[config.mk]
export PLATFORM = sky130hd
export DESIGN_NAME = seq_detector_param
export DESIGN_NICKNAME = d
export VERILOG_FILES = /design/src/rtl/seq_detector_param.sv
export SDC_FILE = /design/constraint.sdc
export NUM_CORES = 1
export LEC_CHECK = 0
export CAP_MARGIN = 20
export CORE_MARGIN = 1
export CORE_UTILIZATION = 55
export CTS_BUF_LIST = sky130_fd_sc_hd__clkbuf_16
export CTS_CLUSTER_SIZE = 24
export DETAILED_ROUTE_END_ITERATION = 16
export PLACE_DENSITY = 0.84
export RECOVER_POWER = 50
export SYNTH_ARGS = -nofsm -noshare
export SYNTH_HDL_FRONTEND = slang
export SYNTH_SLANG_ARGS = --single-unit
[constraint.sdc]
create_clock -name clk -period 3.9 [get_ports clk]
set_input_delay 0.39 -clock clk [delete_from_list [all_inputs] [get_ports clk]]
set_output_delay 0.39 -clock clk [all_outputs]
set_load 0.02 [all_outputs]
[src/rtl/seq_detector_param.sv]
// Parametrised Moore serial pattern detector with saturating match counter.
// Define SEQ_DET_PROG_EN to add a runtime-loadable pattern register (pat_load/pat_in).
module seq_detector_param #(
  parameter int PAT_W = 4,
  parameter logic [PAT_W-1:0] PATTERN = 4'b1010,
  parameter int CNT_W = 8
) (
  input  logic             clk,
  input  logic             reset,
  input  logic             en,
  input  logic             x,
  input  logic             overlap,
  input  logic             clr_count,
`ifdef SEQ_DET_PROG_EN
  input  logic             pat_load,
  input  logic [PAT_W-1:0] pat_in,
`endif
  output logic             match,
  output logic [CNT_W-1:0] match_count,
  output logic             count_sat
);

  localparam int FILL_W = $clog2(PAT_W + 1);
  localparam logic [FILL_W-1:0] FILL_FULL = FILL_W'(PAT_W);
  localparam logic [FILL_W-1:0] FILL_ARM  = FILL_W'(PAT_W - 1);

  // Only the newest PAT_W-1 bits are ever compared, so the oldest history bit is not stored.
  logic [PAT_W-2:0]  hist;
  logic [FILL_W-1:0] fill;
  logic [PAT_W-1:0]  cand;
  logic [PAT_W-1:0]  pat_cur;
  logic              load;
  logic              hit;
  logic [CNT_W-1:0]  count_next;

`ifdef SEQ_DET_PROG_EN
  logic [PAT_W-1:0] pat_reg;

  always_ff @(posedge clk or negedge reset) begin
    if (!reset) begin
      pat_reg <= PATTERN;
    end else if (pat_load) begin
      pat_reg <= pat_in;
    end
  end

  assign pat_cur = pat_reg;
  assign load    = pat_load;
`else
  assign pat_cur = PATTERN;
  assign load    = 1'b0;
`endif

  // A pattern load discards the bit accepted on the same edge, so it can never hit.
  always_comb begin
    cand       = {hist, x};
    hit        = en && !load && (fill >= FILL_ARM) && (cand == pat_cur);
    count_next = match_count;
    if (clr_count) begin
      count_next = '0;
    end else if (hit && !(&match_count)) begin
      count_next = match_count + CNT_W'(1);
    end
  end

  always_ff @(posedge clk or negedge reset) begin
    if (!reset) begin
      hist        <= '0;
      fill        <= '0;
      match       <= 1'b0;
      match_count <= '0;
      count_sat   <= 1'b0;
    end else begin
      match_count <= count_next;
      count_sat   <= &count_next;
      if (load) begin
        hist  <= '0;
        fill  <= '0;
        match <= 1'b0;
      end else if (en) begin
        match <= hit;
        if (hit && !overlap) begin
          hist <= '0;
          fill <= '0;
        end else begin
          hist <= cand[PAT_W-2:0];
          if (fill != FILL_FULL) begin
            fill <= fill + FILL_W'(1);
          end
        end
      end else begin
        match <= 1'b0;
      end
    end
  end

endmodule

Word level (Yosys, flattened, before mapping)
Index checks and enable logic that the tools add are counted.
W data, S select, Z words.
{ "totals": {"regBits": 16, "input_bits": 6, "out_inout_bits": 10, "word_cells": 26} }
{ "classes": {"add_sub_neg": 2, "n_lt_le_gt_ge": 1, "n_eq_ne": 2, "muxes": 6, "n_reduce_logical": 10} }
{ "op_table": {"columns": ["cell", "n"], "rows": [
  ["$mux W8", 2],
  ["$reduce_and A8 Y1", 2],
  ["$mux W3", 3],
  ["$add A8 B1 Y8 const B", 1],
  ["$eq A4 B4 Y1 const B", 1],
  ["$logic_and A1 B1 Y1", 4],
  ["$add A3 B1 Y3 const B", 1],
  ["$ge A3 B2 Y1 const B", 1],
  ["$ne A3 B3 Y1 const B", 1],
  ["$logic_not A1 Y1", 2],
  ["$reduce_and A2 Y1", 1],
  ["$reduce_bool A2 Y1", 1],
  ["$mux W1", 1]
]} }

Logic depth before layout (Yosys ltp)
{ "depth": {"ltp_word": 7, "depth_mapped": 9, "ltp_nobuf": 8} }

Least setup slack after synthesis
No wires, ideal clock.
{ "synth_path": {"path_type": "reg2reg", "start": "reg fill[0]", "end": "reg count_sat", "setup_ns": 0.121, "t_arrival_ns": 2.013, "required_time_ns": 3.779, "slack_ns": 1.766, "stages_incl_launch_ff": 9, "path_buffers": 1, "period_less_slack_ns": 2.134, "path_cell_list": "dfrtp_1 > ha_1 > ha_1 > a211oi_1 > or4_4 > buf_6 > nor4_4 > mux2_4 > and4bb_1"} }
{ "synth_via": {"elab_chain_len": 7} }
{ "synth_lines": {"columns": ["item", "line_no", "source"], "rows": [
  ["start: declaration", "29", "logic [FILL_W-1:0] fill;"],
  ["start signal: assignment", "88", "fill <= fill + FILL_W'(1);"],
  ["$ge A3 B2 Y1", "57", "hit = en && !load && (fill >= FILL_ARM) && (cand == pat_cur);"],
  ["$logic_and A1 B1 Y1 (2 in series)", "57", null],
  ["$logic_and A1 B1 Y1", "61", "end else if (hit && !(&match_count)) begin"],
  ["$mux W8", "61", null],
  ["$mux W8", "59", "if (clr_count) begin"],
  ["named net count_next[5]", "34", "logic [CNT_W-1:0] count_next;"],
  ["$reduce_and A8 Y1", "75", "count_sat <= &count_next;"],
  ["end signal: assignment", "75", null],
  ["end: declaration", "20", "output logic count_sat"]
]} }
The timed path passes the listed nets, and every way through them passes these cells.
A chain may end at the register's enable or synchronous reset.

Worst setup path in the final report
{ "layout_path": {"start": "in en", "end": "reg count_sat"} }
{ "layout_via": {"elab_chain_len": 6} }
{ "layout_lines": {"columns": ["item", "line_no", "source"], "rows": [
  ["start: declaration", "10", "input logic en,"],
  ["$logic_and A1 B1 Y1 (2 in series)", "57", null],
  ["$logic_and A1 B1 Y1", "61", null],
  ["$mux W8", "61", null],
  ["$mux W8", "59", null],
  ["named net count_next[5]", "34", null],
  ["$reduce_and A8 Y1", "75", null]
]} }
The timed path passes the listed nets, and every way through them passes these cells.

==> run metrics <==
RD Place Congestion=around 0.85; Via density=5.99; H-tree depth=1; WL per Instance=14.6 um; worst endpoint required time=4.02 ns; Layout Utilization=0.742; Final Cell Area=0.00114 mm^2; P per Cell Area=between 400 and 500 mW/mm^2; Iter 0 DRT Violations=17; Max Buffers Root-to-Sink=2; Hold Path Class=reg2reg; area of placed instances=between 0.001 and 0.0015 mm^2; Top-Level Pins=16; synth top area cells=dfrtp_1, ha_1, xnor2_1; initial antenna violation count=0; Period minus WS final=roughly 2.5 ns; Ant. Diodes=0; cts repair resizes=0; Final Max Slew Viols=0; Tcrit/Tclk final=0.653; Worst VDD drop=0.415 mV; setup_tns=0 ns; Synth Cell Area=931 um^2; largest net degree at the start of global routing=18; die width=43.1 um; number of synthesized flops with an enable pin=0; Setup Crit Path Kind=in2reg; number of global-route vias before repair=697; CTS sink cnt=16; DRC=0; Fmax=between 0.3 and 0.4 GHz; drt first pass iters=4; CTS clk-pin slew, worst paths=0.04 ns; CTS Root Cell=clkbuf_16; Synth top area share=0.430; sequential area share after synthesis=0.430; initial core utilization=0.604; die area=0.00186 mm^2; total CTS buffers=3; Yosys top cell by area=dfrtp_1; WHS=0.526 ns; share of cells above drive strength 1=0.0935; final clock skew=0.00123 ns; Routed WL=1800 um; count of cell types in the netlist=40; Leakage=0.507 nW; FF+latch count, synth=16; Routed Antenna Nets=0; Worst Path Max Fanout=17; first-pass GRT wire length=3050 um; Nets=approximately 120; total track usage=0.221; max-cap viol count=0; vias=roughly 740; status=complete, no violations; CP Capture Type=flip-flop; hpwl dp=1280 um; RSZ-0062 raised after global routing=false; Final Hold Viols=0; Startpoint Class=input port; core outline area=0.00154 mm^2; ys flop type=dfrtp_1; Mapped Nets=roughly 100; Core Rows=14; TritonCTS clock tree=yes; Skew-Pair Late Insertion Delay=0.24 ns; port buffer count=15; CTS Hold Bufs=0; Worst slew margin=0.527; setup bufs post-CTS=0; signal arrival time at the worst endpoint=2.67 ns; grt ovf=0; Layout area overhead=22.8%; asr flop ratio synth=1.00; mean post-synth cell area=between 9 and 10 um^2; Total Power=489 uW; synth warn=0; die extent in y=43.1 um; Setup violations, final=0; cells after synthesis=94; worst slew pin tran=between 0.7 and 0.8 ns
[final timing paths]
check                      depth (start not counted)        endpoint      startpoint  slack, ns
min in group asynchronous                          1         hist[0]           reset       0.65
max reg2reg                                        6       count_sat  match_count[0]       1.61
min                                                1         fill[0]         fill[0]       0.53
min reg2reg                                        1         fill[0]         fill[0]       0.53
max in group asynchronous                          1  match_count[2]           reset       2.81
max                                                6       count_sat              en       1.35
[cell usage after synthesis, types with 2 or more instances]
cell	number
a21oi_1	2
buf_2	2
dfrtp_1	16
ha_1	4
inv_1	7
mux2_2	2
nand2_1	9
nand2b_1	2
nand3_1	2
nor2_1	8
nor3_1	5
o21ai_0	3
o22ai_1	2
xnor2_1	4
[cells in the final DEF, fill, tap and decap left out, types with 2 or more instances in the layout]
cell type and instances:
a21oi_1 2, clkbuf_16 3, clkdlybuf4s50_1 10, dfrtp_1 16, dlygate4sd3_1 5, ha_1 4
inv_1 7, mux2_2 2, nand2_1 9, nand2b_1 2, nand3_1 2, nor2_1 8
nor3_1 5, o21ai_0 3, o22ai_1 2, xnor2_1 4
[routing by layer]
layer  routed length (um)  vias up  GRT usage
li1                     -      363          -
met5                    0        -          0
met1                  884      350      0.301
met2                  826       22      0.346
met4                   14        0     0.0909
met3                   76        2     0.0383
[report_power, final]
part / switching [mW] / internal (mW) / leakage (nW)
clock network: 0.0554 / 0.134 / 0.0370
registers: 0.0194 / 0.188 / 0.211
logic: 0.0485 / 0.0442 / 0.259
[flip-flops by register name, summed over array words and instances, names as in the netlist]
register and cells:
fill 3, count_sat 1, match_count 8, match 1
hist 3
[layout make-up]
cell class | instances | area, um^2
Clock buffer | 3 | 75.1
Fill cell | 113 | 398
Inverter | 7 | 26.3
Multi-Input combinational cell | 66 | 472
Sequential cell | 16 | 400
Tap cell | 16 | 20.0
Timing Repair Buffer | 15 | 150
[critical path, cell delays in order]
cell           delay, ns
dlygate4sd3_1       0.70
nand2_2             0.07
or4_4               0.64
nor4_4              0.32
mux2_4              0.34
and4bb_1            0.20
[metrics by stage]
stage | std cells | setup slack (ns)
after global routing | 123 | 1.31
after floorplan | 94 | 1.77
final | 123 | 1.35
after global placement | 120 | 1.27
after CTS | 123 | 1.44
after detailed placement | 120 | 1.20
[kinds of logic (layout without fill, tap and decap cells)]
| family | Yosys count | count (layout) | share of synthesized area |
|---|---|---|---|
| compound gates | 17 | 17 | 0.134 |
| xor+xnor | 4 | 4 | 0.0376 |
| fa+ha+maj | 4 | 4 | 0.0538 |
| buf+inv | 12 | 25 | 0.0632 |
| flops | 16 | 16 | 0.430 |
| mux | 4 | 4 | 0.0511 |
| simple gates | 37 | 37 | 0.230 |
No activity file was read; power rests on OpenSTA's default activity.
